===== config.mk =====
export PLATFORM = sky130hd
export DESIGN_NAME = fp_sub_seq
export DESIGN_NICKNAME = d
export VERILOG_FILES = /design/src/rtl/fp_sub_seq.sv
export SDC_FILE = /design/constraint.sdc
export NUM_CORES = 1
export LEC_CHECK = 0
export BUFFER_PORTS_ARGS = -buffer_cell sky130_fd_sc_hd__buf_2
export CAP_MARGIN = 20
export CORE_UTILIZATION = 65
export DETAILED_ROUTE_END_ITERATION = 10
export PLACE_DENSITY = 0.86
export REMOVE_ABC_BUFFERS = 1
export SYNTH_ARGS = -nofsm -noshare
export SYNTH_HDL_FRONTEND = slang
export SYNTH_SLANG_ARGS = --single-unit

===== constraint.sdc =====
create_clock -name clk -period 11.6 [get_ports clk]
set_clock_uncertainty 0.2 [all_clocks]
set_input_delay 0.58 -clock clk [delete_from_list [all_inputs] [get_ports clk]]
set_output_delay 0.58 -clock clk [all_outputs]
set_load 0.03 [all_outputs]

===== src/rtl/fp_sub_seq.sv =====
// rtl/fp_sub_seq.sv - multi-cycle IEEE-754 single-precision subtractor (result = op_a - op_b)
//
// Ports:
//   clk        in   1   rising-edge clock
//   rst_n      in   1   synchronous active-low reset
//   start      in   1   one-cycle request, only honoured in IDLE
//   op_a       in  32   minuend (IEEE-754 single)
//   op_b       in  32   subtrahend (IEEE-754 single)
//   result     out 32   registered difference, held until the next operation completes
//   done       out  1   one-cycle pulse while the freshly loaded result is presented
//   busy       out  1   high in every state except IDLE
//   overflow   out  1   sticky per operation, result saturated to infinity
//   underflow  out  1   sticky per operation, result flushed to zero
module fp_sub_seq #(
    parameter int MAX_ALIGN = 25
) (
    input  logic        clk,
    input  logic        rst_n,
    input  logic        start,
    input  logic [31:0] op_a,
    input  logic [31:0] op_b,
    output logic [31:0] result,
    output logic        done,
    output logic        busy,
    output logic        overflow,
    output logic        underflow
);

    localparam logic [2:0] S_IDLE  = 3'd0;
    localparam logic [2:0] S_ALIGN = 3'd1;
    localparam logic [2:0] S_SUB   = 3'd2;
    localparam logic [2:0] S_NORM  = 3'd3;
    localparam logic [2:0] S_DONE  = 3'd4;

    localparam logic [7:0]  MAX_A8  = 8'(MAX_ALIGN);
    localparam logic [31:0] QNAN    = 32'h7FC0_0000;

    // Mantissas carry one guard bit below the LSB: {hidden, frac[22:0], guard}.
    // The guard holds the last bit shifted out during alignment so a
    // subtraction that borrows across it still normalises to the right value;
    // it is dropped (truncated) when the result is packed.
    logic [2:0]  state_q, state_d;
    logic        big_s_q, big_s_d;
    logic [7:0]  big_e_q, big_e_d;
    logic [24:0] big_m_q, big_m_d;
    logic        small_s_q, small_s_d;
    logic [24:0] small_m_q, small_m_d;
    logic [7:0]  cnt_q, cnt_d;
    logic [25:0] sum_q, sum_d;
    logic        nan_q, nan_d;
    logic [31:0] result_q, result_d;
    logic        ovf_q, ovf_d;
    logic        unf_q, unf_d;

    logic [7:0]  ea, eb, diff;
    logic [24:0] ma, mb;
    logic        a_big, is_nan;

    // Operand unpack; exponent 0 is treated as zero (denormals flushed).
    always_comb begin
        ea     = op_a[30:23];
        eb     = op_b[30:23];
        ma     = (ea != 8'd0) ? {1'b1, op_a[22:0], 1'b0} : 25'd0;
        mb     = (eb != 8'd0) ? {1'b1, op_b[22:0], 1'b0} : 25'd0;
        a_big  = (ea > eb) || ((ea == eb) && (ma >= mb));
        diff   = a_big ? (ea - eb) : (eb - ea);
        is_nan = (ea == 8'hFF) || (eb == 8'hFF);
    end

    always_comb begin
        state_d   = state_q;
        big_s_d   = big_s_q;
        big_e_d   = big_e_q;
        big_m_d   = big_m_q;
        small_s_d = small_s_q;
        small_m_d = small_m_q;
        cnt_d     = cnt_q;
        sum_d     = sum_q;
        nan_d     = nan_q;
        result_d  = result_q;
        ovf_d     = ovf_q;
        unf_d     = unf_q;
        case (state_q)
            S_IDLE: begin
                if (start) begin
                    // op_b's sign is inverted here, turning the job into an add.
                    if (a_big) begin
                        big_s_d   = op_a[31];
                        big_e_d   = ea;
                        big_m_d   = ma;
                        small_s_d = ~op_b[31];
                        small_m_d = mb;
                    end else begin
                        big_s_d   = ~op_b[31];
                        big_e_d   = eb;
                        big_m_d   = mb;
                        small_s_d = op_a[31];
                        small_m_d = ma;
                    end
                    // Special operands skip alignment entirely.
                    cnt_d   = is_nan ? 8'd0 : ((diff > MAX_A8) ? MAX_A8 : diff);
                    nan_d   = is_nan;
                    ovf_d   = 1'b0;
                    unf_d   = 1'b0;
                    state_d = S_ALIGN;
                end
            end
            S_ALIGN: begin
                if (cnt_q != 8'd0) begin
                    small_m_d = small_m_q >> 1;
                    cnt_d     = cnt_q - 8'd1;
                end else begin
                    state_d = S_SUB;
                end
            end
            S_SUB: begin
                // big >= small in magnitude, so the difference never goes negative.
                if (big_s_q == small_s_q)
                    sum_d = {1'b0, big_m_q} + {1'b0, small_m_q};
                else
                    sum_d = {1'b0, big_m_q} - {1'b0, small_m_q};
                if (sum_d == 26'd0)
                    big_s_d = 1'b0;
                state_d = S_NORM;
            end
            S_NORM: begin
                if (nan_q) begin
                    result_d = QNAN;
                    state_d  = S_DONE;
                end else if (sum_q[25]) begin
                    // Carry: one right shift lands the hidden bit at bit 24.
                    if (big_e_q == 8'd254) begin
                        result_d = {big_s_q, 8'hFF, 23'd0};
                        ovf_d    = 1'b1;
                    end else begin
                        result_d = {big_s_q, big_e_q + 8'd1, sum_q[24:2]};
                    end
                    state_d = S_DONE;
                end else if (sum_q == 26'd0) begin
                    result_d = 32'd0;
                    state_d  = S_DONE;
                end else if (!sum_q[24]) begin
                    // Another left shift would take the exponent to 0 with the
                    // value still unnormalised: flush instead.
                    if (big_e_q <= 8'd1) begin
                        result_d = 32'd0;
                        unf_d    = 1'b1;
                        state_d  = S_DONE;
                    end else begin
                        sum_d   = sum_q << 1;
                        big_e_d = big_e_q - 8'd1;
                    end
                end else begin
                    result_d = {big_s_q, big_e_q, sum_q[23:1]};
                    state_d  = S_DONE;
                end
            end
            S_DONE: begin
                state_d = S_IDLE;
            end
            default: begin
                state_d = S_IDLE;
            end
        endcase
    end

    always_ff @(posedge clk) begin
        if (!rst_n) begin
            state_q   <= S_IDLE;
            big_s_q   <= 1'b0;
            big_e_q   <= 8'd0;
            big_m_q   <= 25'd0;
            small_s_q <= 1'b0;
            small_m_q <= 25'd0;
            cnt_q     <= 8'd0;
            sum_q     <= 26'd0;
            nan_q     <= 1'b0;
            result_q  <= 32'd0;
            ovf_q     <= 1'b0;
            unf_q     <= 1'b0;
        end else begin
            state_q   <= state_d;
            big_s_q   <= big_s_d;
            big_e_q   <= big_e_d;
            big_m_q   <= big_m_d;
            small_s_q <= small_s_d;
            small_m_q <= small_m_d;
            cnt_q     <= cnt_d;
            sum_q     <= sum_d;
            nan_q     <= nan_d;
            result_q  <= result_d;
            ovf_q     <= ovf_d;
            unf_q     <= unf_d;
        end
    end

    // The result is loaded on the edge into DONE, so it is valid while done is high.
    assign result    = result_q;
    assign done      = (state_q == S_DONE);
    assign busy      = (state_q != S_IDLE);
    assign overflow  = ovf_q;
    assign underflow = unf_q;

endmodule


==> results.sh <==
export IMPL_core_area_um2=15300
export IMPL_cts_buffers=17
export IMPL_clock_latency_ns=0.43
export IMPL_vdd_ir_drop_max_uv=125
export IMPL_grt_first_pass_wirelength_mm=43.1
export IMPL_io_pins=103
export IMPL_seqPwrFrac_pct=28.2
export IMPL_min_from="small_m_q[1]$_SDFFE_PN0P_"
export IMPL_cts_setup_buffers=0
export IMPL_min_period_ns=4.88
export IMPL_layoutNonFillerInstCount=1634
export IMPL_grt_usage_pct=32.6
export IMPL_hold_slack_ns=0.265
export IMPL_place_inst=1600
export IMPL_ys_seq_area_share_pct=25.7
export IMPL_comb_power_share_pct=47.7
export IMPL_setup_tns_ns=0
export IMPL_tightest_slew_ns=1.05
export IMPL_synthArstFlopShare_pct=0
export IMPL_finalSetupViolCount=0
export IMPL_start_util_pct=66.7
export IMPL_hold_path_class="reg2reg"
export IMPL_n_antenna_cell=0
export IMPL_gp_congestion=0.958
export IMPL_power_density_nw_per_um2=188
export IMPL_htreeDepth=4
export IMPL_rows=45
export IMPL_die_area_um2=16200
export IMPL_antenna_found_initial=0
export IMPL_cp_start_kind="register"
export IMPL_drv_slew=0
export IMPL_cp_slowest_cell="xor2_1"
export IMPL_grt_pass1_vias=8836
export IMPL_ys_ff_latch=131
export IMPL_max_stage_delay_ns=0.86
export IMPL_viasPerCell=6.19
export IMPL_critPathRequiredTime_ns=11.69
export IMPL_crit_top_cell="xor2_1"
export IMPL_criticalPathCategory="reg2reg"
export IMPL_routed_wl_mm=26.1
export IMPL_finalHoldViolations=0
export IMPL_r2r_start="big_s_q$_SDFFE_PN0P_"
export IMPL_ys_types=75
export IMPL_area_growth_pct=11.1
export IMPL_synth_warning_count=0
export IMPL_r2r_setup_slack_ns=6.72
export IMPL_wl_per_cell_um=16.0
export IMPL_drv_cap=0
export IMPL_dieHeight_um=127
export IMPL_status="finished, final reports clean"
export IMPL_p_sw_share_pct=42.3
export IMPL_via_count=10100
export IMPL_ant_nets=0
export IMPL_clk_pin_slew_ns=0.05
export IMPL_cts_resized=0
export IMPL_fillers=1194
export IMPL_end_kind="register"
export IMPL_synth_avg_cell_area_um2=7.43
export IMPL_syn_inst=1371
export IMPL_die_x_um=127
export IMPL_leakagePower_nw=5.20
export IMPL_rsz0062_at_grt="false"
export IMPL_synth_edf_count=0
export IMPL_post_route_period_util_pct=42.1
export IMPL_hpwl_mm=18.4
export IMPL_first_pass_iters=6
export IMPL_placed_cell_area_um2=10700
export IMPL_final_area_um2=11300
export IMPL_nets=1551
export IMPL_syn_area_um2=10200
export IMPL_p_int_mw=1.23
export IMPL_cts_tree="done"
export IMPL_overflow=0
export IMPL_max_freq_mhz=205
export IMPL_path_cells="xor2_1 > o21ai_0 > ha_1 > fa_1 > a211oi_4 > or2_2 > o21ai_2 > xor2_1 > nor4_1 > nand4b_1 > or4_1 > nand4bb_1 > nor4b_1 > a31oi_1"
export IMPL_grt_max_degree=118
export IMPL_drive_above_1_share_pct=12.0
export IMPL_worst_endpoint_arrival_ns=4.97
export IMPL_ys_flop_type="dfxtp_1"
export IMPL_io_buffer_count=102
export IMPL_cts_hold_buf=0
export IMPL_clockBufferDepth=2
export IMPL_cts_root_buf="clkbuf_16"
export IMPL_startpoint="big_s_q$_SDFFE_PN0P_"
export IMPL_route_detailed_drc=0
export IMPL_crit_fanout=13
export IMPL_first_iter_violations=916
export IMPL_p_clk_share_pct=24.0
export IMPL_cts_sinks=131
export IMPL_p_sw_mw=0.901
export IMPL_slew_headroom_pct=29.5
path summary, 6_finish.rpt:
kind	endpoint	cells after the start
worst min-delay path	small_m_q[1]$_SDFFE_PN0P_	2
worst max-delay path	big_s_q$_SDFFE_PN0P_	14
worst min register to register	small_m_q[1]$_SDFFE_PN0P_	2
worst max register to register	big_s_q$_SDFFE_PN0P_	14
cell usage after synthesis, drive strengths merged (9+ instances only):
library cell / number / area (µm²)
mux2i: 11 / 110
nor3b: 10 / 75.1
nor3: 43 / 215
and2: 11 / 68.8
nand2: 134 / 503
a22oi: 32 / 240
xor2: 20 / 175
nand2b: 13 / 81.3
xnor2: 32 / 288
buf: 20 / 101
ha: 70 / 876
a31oi: 9 / 62.6
nor2: 132 / 495
o211ai: 35 / 277
o21ai: 64 / 324
o211a: 42 / 420
a21oi: 152 / 768
nand3: 41 / 205
nor2b: 58 / 363
dfxtp: 131 / 2620
nand4: 22 / 138
nor4: 23 / 150
a211oi: 35 / 288
inv: 61 / 229
a21o: 12 / 90.1
clkbuf: 75 / 282
kinds of logic after synthesis:
| family | Yosys count | share of synthesized area (%) |
|---|---|---|
| AND/OR/NAND/NOR | 518 | 24.8 |
| XOR/XNOR | 52 | 4.55 |
| adder cells (fa/ha/maj) | 73 | 9.19 |
| multiplexers | 11 | 1.08 |
| buffers and inverters | 156 | 6.01 |
| AO/OA/AOI/OAI | 430 | 28.6 |
| flip-flops | 131 | 25.7 |
layout by cell type, fill, tap and decap left out, drive strengths merged, types with 41 or more instances in the layout:
master / Yosys / routed
nor3: 43 / 43
inv: 61 / 61
a21oi: 152 / 152
dfxtp: 131 / 131
o211a: 42 / 42
nor2b: 58 / 58
nand3: 41 / 41
buf: 20 / 116
o21ai: 64 / 64
nor2: 132 / 132
ha: 70 / 70
nand2: 134 / 134
power by group through the flow:
| stage | logic, mW | registers [mW] | clock network [mW] |
|---|---|---|---|
| 4_1_cts | 0.995 | 0.598 | 0.515 |
| 6_report | 1.02 | 0.602 | 0.512 |
| 2_1_floorplan | 0.765 | 0.585 | 0 |
| 5_1_grt | 1.13 | 0.610 | 0.536 |
| 3_3_place_gp | 0.956 | 0.603 | 0 |
| 3_5_place_dp | 0.981 | 0.606 | 0 |
registers in the layout (all words and copies together), names as in the netlist:
signal,cells
big_e_q,8
big_m_q,24
big_s_q,1
cnt_q,8
nan_q,1
overflow,1
result,32
small_m_q,25
small_s_q,1
state_q,3
sum_q,26
underflow,1
worst max-delay path: cells and delay by family, from the launching register on:
| kind | cells | cell delay (ns) |
|---|---|---|
| adders and majority gates | 2 | 0.78 |
| and+or+nand+nor | 6 | 1.57 |
| DFF | 1 | 0.45 |
| xor gates and xnor gates | 2 | 1.04 |
| AOI/OAI and AO/OA | 4 | 0.69 |
metrics by stage:
step,power [mW],util (%),setup WS (ns)
after floorplan,1.35,-,5.94
after global placement,1.56,70.1,6.41
after detailed placement,1.59,70.1,6.27
after CTS,2.11,73.7,6.62
after global routing,2.28,74.1,6.36
final,2.13,74.1,6.72
per-layer routing:
layer	routed length (µm)	global-route usage, %	vias to the layer above	part of all wire [%]
met5	0	0	-	0
met4	520	10.4	0	2.0
met3	1780	6.28	40	6.8
met2	11600	50.4	387	44
met1	12200	45.7	4642	47
li1	-	-	5041	-
final cells by class:
cell class              count  area, µm²  share of cell area (%)
flip-flops and latches    131       2620                    23.2
multi-input cells        1084       6980                    61.7
clock buffers              23        478                    4.22
repair buffers            116        661                    5.84
well taps                 211        264                    2.33
inverters                  61        229                    2.02
clock inverters             8       78.8                   0.697
No activity file was read; power rests on OpenSTA's default activity.
